==> src/rtl/regfile_read_arbiter_pkg.sv <==
// Shared types and constants for the register-file read-port arbiter.
package regfile_arb_pkg;

  localparam int ADDR_W = 5;
  localparam int DATA_W = 64;
  localparam logic [ADDR_W-1:0] XZR_ADDR = 5'd31;

  typedef enum logic {
    ARB    = 1'b0,
    LOCKED = 1'b1
  } arb_state_t;

  // Address 31 is the architectural zero register when zeroing is enabled.
  function automatic logic is_xzr(input logic [ADDR_W-1:0] a);
    return a == XZR_ADDR;
  endfunction

endpackage

==> src/rtl/regfile_read_arbiter_if.sv <==
// Requester/read-port bundle between the requesters, the arbiter and the register-file mux.
interface regfile_read_arbiter_if #(
  parameter int NREQ = 3
);
  import regfile_arb_pkg::*;

  // Handshake: requester i holds req[i] (with lock[i] and addr[i]) until it sees gnt[i];
  // a read transfers on the posedge where req[i] & gnt[i]. rvalid[i] is high exactly one
  // cycle later with rdata; there is no backpressure on the return path.
  logic [NREQ-1:0]             req;
  logic [NREQ-1:0]             lock;
  logic [NREQ-1:0][ADDR_W-1:0] addr;
  logic [NREQ-1:0]             gnt;
  logic [ADDR_W-1:0]           port_sel;
  logic [DATA_W-1:0]           port_data;
  logic [DATA_W-1:0]           rdata;
  logic [NREQ-1:0]             rvalid;

  modport master (
    output req, lock, addr, port_data,
    input  gnt, port_sel, rdata, rvalid
  );

  modport slave (
    input  req, lock, addr, port_data,
    output gnt, port_sel, rdata, rvalid
  );

endinterface

==> src/rtl/regfile_read_arbiter_rr_priority_pick.sv <==
// Round-robin priority pick: first asserted request at or after ptr, wrapping mod NREQ.
module rr_priority_pick #(
  parameter  int NREQ  = 3,
  localparam int PTR_W = $clog2(NREQ)
) (
  input  logic [NREQ-1:0]  req,
  input  logic [PTR_W-1:0] ptr,
  output logic [NREQ-1:0]  onehot,
  output logic [PTR_W-1:0] idx,
  output logic             any
);

  logic [PTR_W:0] pos;

  always_comb begin
    onehot = '0;
    idx    = '0;
    any    = 1'b0;
    pos    = '0;
    for (int k = 0; k < NREQ; k++) begin
      pos = {1'b0, ptr} + (PTR_W+1)'(k);
      if (pos >= (PTR_W+1)'(NREQ)) pos = pos - (PTR_W+1)'(NREQ);
      if (!any && req[pos[PTR_W-1:0]]) begin
        any                    = 1'b1;
        idx                    = pos[PTR_W-1:0];
        onehot[pos[PTR_W-1:0]] = 1'b1;
      end
    end
  end

endmodule

==> src/rtl/regfile_read_arbiter.sv <==
// Shares one 64-bit register-file read port between NREQ requesters with round-robin
// arbitration, optional locked bursts, and registered read data one cycle after grant.
module regfile_read_arbiter
  import regfile_arb_pkg::*;
#(
  parameter  int NREQ      = 3,
  parameter  int MAX_BURST = 4,
  parameter  bit ZERO_XZR  = 1'b1,
  localparam int PTR_W     = $clog2(NREQ),
  localparam int CNT_W     = $clog2(MAX_BURST + 1)
) (
  input  logic                  clk,
  input  logic                  reset,
  regfile_read_arbiter_if.slave bus,
  output arb_state_t            dbg_state,
  output logic [PTR_W-1:0]      dbg_ptr,
  output logic [PTR_W-1:0]      dbg_owner,
  output logic [CNT_W-1:0]      dbg_cnt
);

  localparam logic [CNT_W-1:0] CNT_MAX = CNT_W'(MAX_BURST);
  // With single-grant bursts the locked state never issues a grant, even a final one.
  localparam bit FINAL_GRANT_OK = (MAX_BURST > 1);

  arb_state_t        state;
  logic [PTR_W-1:0]  ptr;
  logic [PTR_W-1:0]  owner;
  logic [CNT_W-1:0]  cnt;
  logic [DATA_W-1:0] rdata_q;
  logic [NREQ-1:0]   rvalid_q;

  logic [NREQ-1:0]   pick_onehot;
  logic [PTR_W-1:0]  pick_idx;
  logic              pick_any;

  logic [NREQ-1:0]   gnt;
  logic [PTR_W-1:0]  win;
  logic              own_req;
  logic              own_lock;
  logic              burst_room;
  logic [DATA_W-1:0] rd_next;

  function automatic logic [PTR_W-1:0] ptr_next(input logic [PTR_W-1:0] p);
    return (p == PTR_W'(NREQ - 1)) ? '0 : p + PTR_W'(1);
  endfunction

  rr_priority_pick #(.NREQ(NREQ)) u_pick (
    .req    (bus.req),
    .ptr    (ptr),
    .onehot (pick_onehot),
    .idx    (pick_idx),
    .any    (pick_any)
  );

  assign own_req    = bus.req[owner];
  assign own_lock   = bus.lock[owner];
  assign burst_room = (cnt < CNT_MAX);

  always_comb begin
    gnt = '0;
    win = '0;
    if (!reset) begin
      if (state == ARB) begin
        gnt = pick_onehot;
        win = pick_idx;
      end else if (own_req && (own_lock ? burst_room : FINAL_GRANT_OK)) begin
        gnt[owner] = 1'b1;
        win        = owner;
      end
    end
  end

  assign bus.gnt      = gnt;
  assign bus.port_sel = (|gnt) ? bus.addr[win] : '0;
  assign rd_next      = (ZERO_XZR && is_xzr(bus.port_sel)) ? '0 : bus.port_data;

  always_ff @(posedge clk) begin
    if (reset) begin
      state    <= ARB;
      ptr      <= '0;
      owner    <= '0;
      cnt      <= '0;
      rdata_q  <= '0;
      rvalid_q <= '0;
    end else begin
      rvalid_q <= gnt;
      if (|gnt) rdata_q <= rd_next;
      case (state)
        ARB: begin
          if (pick_any) begin
            ptr <= ptr_next(pick_idx);
            if (bus.lock[pick_idx]) begin
              state <= LOCKED;
              owner <= pick_idx;
              cnt   <= CNT_W'(1);
            end
          end
        end
        LOCKED: begin
          if (own_req && own_lock && burst_room) begin
            cnt <= cnt + CNT_W'(1);
          end else begin
            state <= ARB;
            // Burst hit its cap while still locked: force the others ahead next cycle.
            if (own_req && own_lock) ptr <= ptr_next(owner);
          end
        end
        default: state <= ARB;
      endcase
    end
  end

  assign bus.rdata  = rdata_q;
  assign bus.rvalid = rvalid_q;

  assign dbg_state = state;
  assign dbg_ptr   = ptr;
  assign dbg_owner = owner;
  assign dbg_cnt   = cnt;

endmodule

==> src/flat_wrapper.sv <==
// flat-port wrapper written by rule: the top's interface ports become plain ports
module regfile_read_arbiter_flat import regfile_arb_pkg::*;
#(
  parameter  int NREQ      = 3,
  parameter  int MAX_BURST = 4,
  parameter  bit ZERO_XZR  = 1'b1,
  localparam int PTR_W     = $clog2(NREQ),
  localparam int CNT_W     = $clog2(MAX_BURST + 1)
)
  (clk, reset, dbg_state, dbg_ptr, dbg_owner, dbg_cnt, bus_req, bus_lock, bus_addr, bus_port_data, bus_gnt, bus_port_sel, bus_rdata, bus_rvalid);
  regfile_read_arbiter_if #(.NREQ(NREQ)) bus_i ();
  input  logic clk;
  input  logic reset;
  output arb_state_t dbg_state;
  output logic [PTR_W-1:0] dbg_ptr;
  output logic [PTR_W-1:0] dbg_owner;
  output logic [CNT_W-1:0] dbg_cnt;
  input wire logic [$bits(bus_i.req)-1:0] bus_req;
  input wire logic [$bits(bus_i.lock)-1:0] bus_lock;
  input wire logic [$bits(bus_i.addr)-1:0] bus_addr;
  input wire logic [$bits(bus_i.port_data)-1:0] bus_port_data;
  output wire logic [$bits(bus_i.gnt)-1:0] bus_gnt;
  output wire logic [$bits(bus_i.port_sel)-1:0] bus_port_sel;
  output wire logic [$bits(bus_i.rdata)-1:0] bus_rdata;
  output wire logic [$bits(bus_i.rvalid)-1:0] bus_rvalid;
  assign bus_i.req = bus_req;
  assign bus_i.lock = bus_lock;
  assign bus_i.addr = bus_addr;
  assign bus_i.port_data = bus_port_data;
  assign bus_gnt = bus_i.gnt;
  assign bus_port_sel = bus_i.port_sel;
  assign bus_rdata = bus_i.rdata;
  assign bus_rvalid = bus_i.rvalid;
  regfile_read_arbiter #(.NREQ(NREQ), .MAX_BURST(MAX_BURST), .ZERO_XZR(ZERO_XZR)) u_core (.clk(clk), .reset(reset), .bus(bus_i), .dbg_state(dbg_state), .dbg_ptr(dbg_ptr), .dbg_owner(dbg_owner), .dbg_cnt(dbg_cnt));
endmodule
==> config.mk <==
export PLATFORM = sky130hd
export DESIGN_NAME = regfile_read_arbiter_flat
export DESIGN_NICKNAME = d
export VERILOG_FILES = /design/src/rtl/regfile_read_arbiter_pkg.sv /design/src/rtl/regfile_read_arbiter_if.sv /design/src/rtl/regfile_read_arbiter_rr_priority_pick.sv /design/src/rtl/regfile_read_arbiter.sv /design/src/flat_wrapper.sv
export SDC_FILE = /design/constraint.sdc
export NUM_CORES = 1
export LEC_CHECK = 0
export ABC_AREA = 0
export BUFFER_PORTS_ARGS = -buffer_cell sky130_fd_sc_hd__buf_2
export CELL_PAD_IN_SITES_DETAIL_PLACEMENT = 2
export CELL_PAD_IN_SITES_GLOBAL_PLACEMENT = 2
export CORE_MARGIN = 2
export CORE_UTILIZATION = 28
export DETAILED_ROUTE_END_ITERATION = 8
export GPL_ROUTABILITY_DRIVEN = 0
export PLACE_DENSITY = 0.91
export SLEW_MARGIN = 20
export SYNTH_ARGS = -nofsm -noshare
export SYNTH_HDL_FRONTEND = slang
export SYNTH_SLANG_ARGS = --single-unit
==> constraint.sdc <==
create_clock -name clk -period 11.58 [get_ports clk]
set_input_delay 3.474 -clock clk [delete_from_list [all_inputs] [get_ports clk]]
set_output_delay 3.474 -clock clk [all_outputs]
set_load 0.005 [all_outputs]
==> results of run 1 <==
==> routing by layer <==
layer	up-vias	wire length (um)	GRT usage, %
met4	0	233	6.667
li1	1535	-	-
met2	138	6609	35.76
met3	22	743	5.184
met5	-	0	0
met1	1627	5391	24.03
==> cell families (layout without fill, tap and decap cells) <==
group,after synthesis,count (layout),share of synthesized area [%]
flip-flops,75,75,45.96
buffers and inverters,44,200,7.737
adder cells (fa/ha/maj),6,6,2.221
AND/OR/NAND/NOR,60,60,10.15
multiplexers,4,4,1.226
AO/OA/AOI/OAI,121,121,32.71
==> critical path: cells and delay by family <==
family / cells / cell delay [ns]
AOI/OAI and AO/OA: 6 / 1.49
buffers and inverters: 2 / 0.31
and+or+nand+nor: 1 / 0.25
==> through the flow <==
| step | instance area [um^2] | power, mW | setup WS, ns | cells | hold slack, ns |
|---|---|---|---|---|---|
| 6_report | 4438 | 1.206 | 2.582 | 609 | 0.4590 |
| 5_1_grt | 4438 | 1.277 | 2.380 | 609 | 0.4769 |
| 4_1_cts | 4434 | 1.212 | 2.657 | 609 | 0.4637 |
| 2_1_floorplan | 3267 | 0.7090 | 3.051 | 310 | 0.4657 |
| 3_5_place_dp | 4110 | 0.8927 | 2.694 | 593 | 0.4493 |
| 3_3_place_gp | 4110 | 0.8582 | 2.817 | 593 | 0.4406 |
==> synth_stat cells, types with 2 or more instances <==
| cell | count |
|---|---|
| o221a_2 | 2 |
| buf_4 | 2 |
| nand2b_1 | 2 |
| ha_1 | 5 |
| o311ai_1 | 5 |
| o21a_1 | 3 |
| or2_2 | 2 |
| o211a_1 | 2 |
| a21oi_1 | 8 |
| a211oi_1 | 3 |
| clkbuf_1 | 5 |
| nor2b_1 | 4 |
| nand4_1 | 2 |
| o21ai_0 | 6 |
| nand3_1 | 4 |
| a22oi_1 | 2 |
| a31oi_1 | 2 |
| nand3b_1 | 4 |
| nor4bb_1 | 2 |
| buf_2 | 16 |
| a32oi_1 | 2 |
| nor3_1 | 3 |
| inv_1 | 13 |
| a32o_1 | 64 |
| o21ai_1 | 3 |
| o221ai_1 | 6 |
| buf_6 | 8 |
| nor2_1 | 13 |
| dfxtp_1 | 75 |
| and2_1 | 2 |
| or3_1 | 3 |
| mux2i_1 | 4 |
| nand2_1 | 12 |
==> power by group <==
group / leakage (nW) / internal (mW) / switching [mW]
Sequential: 0.619 / 0.339 / 0.0530
Clock: 0.156 / 0.190 / 0.118
Combinational: 1.26 / 0.215 / 0.290
Total: 2.03 / 0.745 / 0.461
==> path summary, 6_finish.rpt <==
| path | slack, ns | to | cells past startpoint |
|---|---|---|---|
| hold / removal | 0.46 | u_core.bus.rdata[50]$_SDFFE_PP0P_ | 1 |
| setup reg to reg | 7.93 | u_core.bus.rdata[13]$_SDFFE_PP0P_ | 10 |
| hold reg to reg | 0.46 | u_core.bus.rdata[50]$_SDFFE_PP0P_ | 1 |
| setup / recovery | 2.58 | bus_port_sel[0] | 9 |
==> layout make-up <==
cell class	instances	area share [%]
inverters	13	1.100
flip-flops and latches	75	33.83
repair buffers	171	19.40
clock inverters	7	2.227
well taps	143	4.032
clock buffers	9	5.075
multi-input cells	191	34.34
==> flip-flops by register name, summed over array words and instances, names as in the netlist <==
signal / count
u_core.dbg_owner: 2
u_core.dbg_cnt: 3
u_core.bus.rdata: 64
u_core.dbg_state: 1
u_core.dbg_ptr: 2
u_core.bus.rvalid: 3
==> metrics, run 1 <==
Max-slew headroom 50.84%; Fillers 1247; CP max stage delay 0.40 ns; Core Footprint 11420 um^2; Max-cap violations 0; drt first pass iters 4; Synth cell types 54; die height 112.0 um; initial antenna violation count 0; Cell Area, Synth 3267 um^2; row count 39; Root Buffer clkbuf_16; Synth-to-Final Area Change 35.85%; diodes inserted 0; Synth Area per Inst 10.54 um^2; Post-synth top flop dfxtp_1; Final HPWL DP 9247 um; Hold Crit Start u_core.bus.rdata[50]$_SDFFE_PP0P_; layout cell share with drive strength beyond 1 42.49%; status finished, final reports clean; CTS resizes 0; worst skew pair latency 0.34 ns; Setup TNS 0 ns; Hold Buf Count CTS 0; largest net degree at the start of global routing 65; most common cell after layout, fill and taps aside buf_2; total nets after synthesis 402; Crit Path Max Fanout 13; Nets 553; RSZ-0062 raised after global routing false; Crit. End Element primary output; min Tclk post-route 8.998 ns; Num CTS Buffers 9; Post-Syn Instances 310; Max VDD drop 0.1218 mV; CP Cell Sequence buf_2 > nor2b_1 > a22oi_1 > o32ai_1 > a22oi_1 > a21oi_1 > o21ba_2 > o211a_1 > buf_2; routed wire length 12980 um; PortBufs 169; CP Launch Point bus_req[2]; Clock transition at path regs 0.06 ns; Worst Tran Pin Value 0.7374 ns; H-tree levels 3; Finished Core Util 38.87%; worst hold path class reg2reg; worst endpoint data arrival time 5.52 ns; Pwr per Cell Area 271.7 nW/um^2; CTS Sinks 75; Tot GR Track Use 20.24%; initial core utilization 28.61%; vias 3322; I/O pins 170; deepest clock path buffer count 2; synth warn 0; footprint of the multi-input gates 1524 um^2; period utilization 77.70%; launch point of the worst reg-to-reg path u_core.dbg_ptr[0]$_SDFFE_PP0P_; max-slew violations 0; Post-synth EDFFs 0; Synth area leader dfxtp_1; Slowest-stage cell, CP a21oi_1; first-pass GRT wire length 19630 um; via/cell ratio 5.455; commonest non-fill, non-tap cells in the layout buf_2, dfxtp_1, a32o_1, inv_1, nor2_1; GRT overflow 0; Leakage 2.034 nW; CP Launch Type input port; number of global-route vias before repair 3394; required time worst endpoint 8.11 ns; CTS tree built; async set-or-reset flop fraction in the synthesized netlist 0%; DR WL/cell 21.31 um; Post-CTS Setup Repair Bufs 0; Storage cell area 1501 um^2; post-synthesis sequential area ratio 45.96%; Fin. Hold Viols 0; Max Clock Skew 0.008042 ns; post-route ant nets 0; Max Clock Freq 111.1 MHz; 1st-iter DRT viols 275; area share of the largest cell type after synthesis 45.96%; kind of critical path in2out; drc violations 0; Synth area leaders dfxtp_1, a32o_1, buf_6; die outline area 12550 um^2; synthesized flop and latch total 75; Die W 112.0 um; endpoints failing setup 0
No activity file was read; power rests on OpenSTA's default activity.
==> run 2: changes to the inputs <==
--- a/config.mk
+++ b/config.mk
@@ -10,10 +10,10 @@
 export CELL_PAD_IN_SITES_DETAIL_PLACEMENT = 2
 export CELL_PAD_IN_SITES_GLOBAL_PLACEMENT = 2
 export CORE_MARGIN = 2
-export CORE_UTILIZATION = 28
+export CORE_UTILIZATION = 23
 export DETAILED_ROUTE_END_ITERATION = 8
 export GPL_ROUTABILITY_DRIVEN = 0
-export PLACE_DENSITY = 0.91
+export PLACE_DENSITY = 0.81
 export SLEW_MARGIN = 20
 export SYNTH_ARGS = -nofsm -noshare
 export SYNTH_HDL_FRONTEND = slang
==> constraint.sdc (replaced) <==
create_clock -name clk -period 8.19 [get_ports clk]
set_input_delay 2.457 -clock clk [delete_from_list [all_inputs] [get_ports clk]]
set_output_delay 2.457 -clock clk [all_outputs]
set_load 0.005 [all_outputs]
==> run 2 against run 1 <==
First-iteration DRC count is 49% lower; largest cell class unchanged; critical endpoint is now bus_port_sel[1]; total power up 34%; flip-flop and latch count unchanged; non-clock buffer count stayed put; global-route usage is 5.6 points lower; via count down 1.2%; design area is 0.14% higher.
==> metrics, run 2 (synthesis gave the netlist of run 1 again) <==
launch point of the worst reg-to-reg path u_core.dbg_ptr[0]$_SDFFE_PP0P_; endpoints failing setup 0 (unchanged); largest net degree at the start of global routing 65 (unchanged); layout cell share with drive strength beyond 1 42.49% (unchanged); Worst Tran Pin Value 0.7298 ns (-0.007607 ns); die outline area 15170 um^2 (+21%); CP Launch Point bus_req[2]; Max VDD drop 0.1293 mV (+6.2%); first-pass GRT wire length 17350 um (-12%); routed wire length 11640 um (-10%); drt first pass iters 5 (+1); status finished, final reports clean; worst hold path class reg2reg; Pwr per Cell Area 364.1 nW/um^2 (+34%); diodes inserted 0 (unchanged); Crit. End Element primary output; via/cell ratio 5.079 (-6.9%); met3 wire len 725 um (-2.4%); reg2reg end u_core.bus.rdata[5]$_SDFFE_PP0P_; GRT overflow 0 (unchanged); worst skew pair latency 0.33 ns (about the same); deepest clock path buffer count 2 (unchanged); CTS tree built; Final HPWL DP 8778 um (-5.1%); Max-cap violations 0 (unchanged); Core Footprint 13880 um^2 (+22%); Crit Path Max Fanout 13 (unchanged); number of global-route vias before repair 3359 (-1.0%); Hold Crit Start u_core.bus.rdata[56]$_SDFFE_PP0P_; drc violations 0 (unchanged); Fillers 1568 (+26%); kind of critical path in2out; Die W 123.2 um (+10%); vias 3281 (-1.2%); Max-slew headroom 51.35% (+0.51 points); H-tree levels 3 (unchanged); Tot GR Track Use 14.63% (-5.6 points); Hold Buf Count CTS 0 (unchanged); total placed cells including tap cells 630 (+6.2%); most common cell after layout, fill and taps aside buf_2; Num CTS Buffers 9 (unchanged); DR WL/cell 18.02 um (-15%); Cell Count, Final, Fillers Out 646 (+6.1%); I/O pins 170 (unchanged); Finished Core Util 32.02% (-6.8 points); Setup TNS 0 ns (unchanged); Fin. Hold Viols 0 (unchanged); initial core utilization 23.54% (-5.1 points); Root Buffer clkbuf_16; Clock transition at path regs 0.06 ns (about the same); worst endpoint data arrival time 4.30 ns (-1.22 ns); initial antenna violation count 0 (unchanged); post-route ant nets 0 (unchanged); required time worst endpoint 5.73 ns (-2.38 ns); RSZ-0062 raised after global routing false; max-slew violations 0 (unchanged); Post-CTS Setup Repair Bufs 0 (unchanged); Metal-1 WL 4475 um (-17%); period utilization 82.51%; hold depth 1 (unchanged); worst reg-to-reg setup slack 4.58 ns (-3.35 ns); PortBufs 169 (unchanged); Nets 553 (unchanged); max layer used met4; worst slack on hold paths 0.4621 ns (+0.003023 ns); 1st-iter DRT viols 139 (-49%); Synth-to-Final Area Change 36.04%; WL met2 6255 um (-5.4%); Leakage 2.017 nW (-0.87%); Hold EP u_core.bus.rdata[56]$_SDFFE_PP0P_; Max Clock Freq 148.0 MHz; Largest register FFs 64 (unchanged); commonest non-fill, non-tap cells in the layout buf_2, dfxtp_1, a32o_1, inv_1, nor2_1; worst reg-to-reg path cell count 9 (-1); Max Clock Skew 0.01239 ns (+0.004345 ns); CTS Sinks 75 (unchanged); row count 43 (+10%); CP Launch Type input port; CTS resizes 0 (unchanged); die height 123.2 um (+10%); min Tclk post-route 6.757 ns
run 2: power by group:
part           internal (mW)  switching, mW
Sequential             0.479         0.0718
Clock                  0.210          0.162
Combinational          0.304          0.390
run 2: layer usage:
layer	up-vias	global-route usage [%]
met5	-	0
met1	1620	16.00
li1	1540	-
met2	107	27.58
met3	14	3.229
met4	0	4.972
run 2: final cells by class:
| type | instances | area, um^2 | area share (%) |
|---|---|---|---|
| multi-input combinational | 191 | 1524 | 34.29 |
| sequential | 75 | 1501 | 33.78 |
| timing repair buffer | 171 | 860.8 | 19.37 |
| clock buffer | 9 | 225.2 | 5.068 |
| tap | 180 | 225.2 | 5.068 |
| clock inverter | 7 | 58.81 | 1.323 |
| inverter | 13 | 48.80 | 1.098 |
run 2: how the worst max path moves through the flow:
stage,endpoint,slack [ns],depth (start not counted)
2_1_floorplan,bus_port_sel[0],1.69,9
3_3_place_gp,bus_port_sel[1],1.54,9
3_5_place_dp,bus_port_sel[1],1.44,9
4_1_cts,bus_port_sel[1],1.44,9
5_1_grt,bus_port_sel[1],1.23,9
6_report,bus_port_sel[1],1.43,9
run 2: per-stage QoR:
step | instance area [um^2] | power (mW) | setup slack (ns)
floorplan | 3267 | 1.002 | 1.695
global placement | 4156 | 1.221 | 1.537
global route | 4444 | 1.739 | 1.233
CTS | 4444 | 1.647 | 1.440
finish | 4444 | 1.618 | 1.433
detailed placement | 4160 | 1.262 | 1.443
run 2: worst max-delay path: stages:
cell     delay (ns)
buf_2          0.18
nor2b_1        0.21
a22oi_1        0.12
o32ai_1        0.32
a22oi_1        0.17
a21oi_1        0.36
o21ba_2        0.22
o211a_1        0.15
buf_2          0.11
==> run 3: changes to the inputs <==
--- a/config.mk
+++ b/config.mk
@@ -5,15 +5,15 @@
 export SDC_FILE = /design/constraint.sdc
 export NUM_CORES = 1
 export LEC_CHECK = 0
-export ABC_AREA = 0
+export ABC_AREA = 1
 export BUFFER_PORTS_ARGS = -buffer_cell sky130_fd_sc_hd__buf_2
 export CELL_PAD_IN_SITES_DETAIL_PLACEMENT = 2
 export CELL_PAD_IN_SITES_GLOBAL_PLACEMENT = 2
 export CORE_MARGIN = 2
-export CORE_UTILIZATION = 23
+export CORE_UTILIZATION = 24
 export DETAILED_ROUTE_END_ITERATION = 8
 export GPL_ROUTABILITY_DRIVEN = 0
-export PLACE_DENSITY = 0.81
+export PLACE_DENSITY = 0.86
 export SLEW_MARGIN = 20
 export SYNTH_ARGS = -nofsm -noshare
 export SYNTH_HDL_FRONTEND = slang
==> constraint.sdc (replaced) <==
create_clock -name clk -period 6.6 [get_ports clk]
set_input_delay 1.98 -clock clk [delete_from_list [all_inputs] [get_ports clk]]
set_output_delay 1.98 -clock clk [all_outputs]
set_load 0.005 [all_outputs]
==> run 3 against run 2 <==
Combinational power grew 59%; utilization grew 0.69 points; critical path depth grew 6; via count grew 19%; flip-flop and latch count is the same; cell count grew 27%; largest cell class unchanged.
==> metrics, run 3 <==
status finished, final reports clean; post-synthesis sequential area ratio 42.55% (-3.4 points); worst skew pair latency 0.34 ns (about the same); Max Clock Freq 166.5 MHz; Clock transition at path regs 0.06 ns (about the same); worst endpoint data arrival time 4.02 ns (-0.28 ns); max-slew violations 0 (unchanged); Cell Area, Synth 3528 um^2 (+8.0%); Setup TNS 0 ns (unchanged); endpoints failing setup 0 (unchanged); Fillers 1747 (+11%); Synth area leader dfxtp_1; Final HPWL DP 9790 um (+12%); Crit Path Max Fanout 42 (+29); drc violations 0 (unchanged); async set-or-reset flop fraction in the synthesized netlist 0% (unchanged); DR WL/cell 15.96 um (-11%); Synth cell types 30 (-44%); diodes inserted 0 (unchanged); Max VDD drop 0.2198 mV (+70%); Post-Syn Instances 481 (+55%); deepest clock path buffer count 2 (unchanged); CTS tree built; via/cell ratio 4.757 (-6.3%); H-tree levels 3 (unchanged); Worst Tran Pin Value 0.7823 ns (+0.05255 ns); Die W 125.3 um (+1.7%); RSZ-0062 raised after global routing false; Post-CTS Setup Repair Bufs 0 (unchanged); worst slack on hold paths 0.5450 ns (+0.08291 ns); Synth area leaders dfxtp_1, o21ai_0, nand2_1; Crit. End Element primary output; initial core utilization 24.46% (+0.93 points); worst hold path class reg2reg; vias 3915 (+19%); post-route ant nets 0 (unchanged); layout cell share with drive strength beyond 1 33.80% (-8.7 points); CTS resizes 0 (unchanged); required time worst endpoint 4.62 ns (-1.11 ns); most common cell after layout, fill and taps aside buf_2; CP Launch Type input port; Synth-to-Final Area Change 33.72%; Tot GR Track Use 16.72% (+2.1 points); Fin. Hold Viols 0 (unchanged); Max Clock Skew 0.009683 ns (-0.002704 ns); Nets 726 (+31%); routed wire length 13140 um (+13%); synthesized flop and latch total 75 (unchanged); Num CTS Buffers 9 (unchanged); die height 125.3 um (+1.7%); Hold Buf Count CTS 0 (unchanged); Leakage 2.532 nW (+26%); area share of the largest cell type after synthesis 42.55% (-3.4 points); Largest register FFs 64 (unchanged); first-pass GRT wire length 21540 um (+24%); largest net degree at the start of global routing 91 (+40%); synth warn 0 (unchanged); PnR Total Power 2.319 mW (+43%); row count 44 (+2.3%); I/O pins 170 (unchanged); Root Buffer clkbuf_16; kind of critical path in2out; drt first pass iters 4 (-1); CTS Sinks 75 (unchanged); Post-synth top cells nand2_1, dfxtp_1, o21ai_0; PortBufs 169 (unchanged); Synth Area per Inst 7.336 um^2 (-30%); initial antenna violation count 0 (unchanged); worst setup slack after layout 0.5957 ns (-0.8369 ns); Post-synth top flop dfxtp_1; GRT overflow 0 (unchanged); 1st-iter DRT viols 101 (-27%); pre-CTS setup slack 0.6237 ns (-0.8193 ns); Pwr per Cell Area 491.5 nW/um^2 (+35%); Post-Place Cell Area 4422 um^2 (+6.3%); Post-synth EDFFs 0 (unchanged); total nets after synthesis 573 (+43%); Core Footprint 14420 um^2 (+3.9%); commonest non-fill, non-tap cells in the layout buf_2, nand2_1, o21ai_0, dfxtp_1, a21oi_1; Max-slew headroom 47.85% (-3.5 points); Max-cap violations 0 (unchanged); period utilization 90.97%; number of global-route vias before repair 4335 (+29%); Final Cell Area 4718 um^2 (+6.2%); min Tclk post-route 6.004 ns; most frequent cell after synthesis nand2_1; die outline area 15690 um^2 (+3.4%)
run 3: cell types whose count changed in the layout (fill, tap and decap cells not counted), moves of 17 or more:
cell,change
a21oi_1,+63
a32o_1,-64
nand2_1,+86
nand3_1,+33
o21ai_0,+69
nand2_2,+17
inv_1,+24
run 3: metrics by stage:
step / util, % / cells
floorplan: - / 481
global route: 32.71 / 823
detailed placement: 30.66 / 807
finish: 32.71 / 823
global placement: 30.66 / 807
CTS: 32.71 / 823
run 3: path summary, 6_finish.rpt:
check | to | slack [ns] | startpoint | cells after the start
setup reg to reg | u_core.bus.rdata[25]$_SDFFE_PP0P_ | 2.87 | u_core.dbg_ptr[0]$_SDFFE_PP0P_ | 17
setup / recovery | bus_port_sel[1] | 0.60 | bus_req[2] | 15
hold reg to reg | u_core.bus.rdata[9]$_SDFFE_PP0P_ | 0.54 | u_core.bus.rdata[9]$_SDFFE_PP0P_ | 2
hold / removal | u_core.bus.rdata[9]$_SDFFE_PP0P_ | 0.54 | u_core.bus.rdata[9]$_SDFFE_PP0P_ | 2
run 3: final cells by class:
| cell class | instances | area (um^2) | share of cell area (%) |
|---|---|---|---|
| Clock inverter | 3 | 46.29 | 0.9812 |
| Tap cell | 184 | 230.2 | 4.879 |
| Clock buffer | 13 | 250.2 | 5.304 |
| Multi-Input combinational cell | 335 | 1672 | 35.43 |
| Timing Repair Buffer | 171 | 860.8 | 18.24 |
| Inverter | 42 | 157.7 | 3.341 |
| Sequential cell | 75 | 1501 | 31.82 |
run 3: power by group:
part	total (mW)	leakage, nW	internal [mW]	switching, mW
clock	0.498	0.140	0.305	0.193
sequential	0.722	0.622	0.628	0.0942
combinational	1.10	1.77	0.373	0.726
run 3: worst max-delay path, cell delays in order:
cell	delay, ns
buf_2	0.13
inv_1	0.07
o21ai_0	0.27
nand2_1	0.13
nand2_1	0.12
inv_2	0.06
nand2_1	0.06
inv_1	0.06
nand2_1	0.06
nand3b_1	0.10
nand3_1	0.17
nand3_4	0.38
inv_1	0.24
nor2_1	0.07
buf_2	0.12
run 3: layer usage:
layer	part of all wire, %	track usage [%]
met1	41	18.38
met2	50	30.43
met3	7.0	5.006
met4	1.6	5.948
met5	0	0
run 3: cell families after synthesis:
| kind of cell | count (synthesis) | synth area share, % |
|---|---|---|
| AO/OA/AOI/OAI | 153 | 22.27 |
| AND/OR/NAND/NOR | 177 | 23.12 |
| buffers and inverters | 71 | 10.28 |
| adder cells (fa/ha/maj) | 5 | 1.773 |
| flip-flops | 75 | 42.55 |
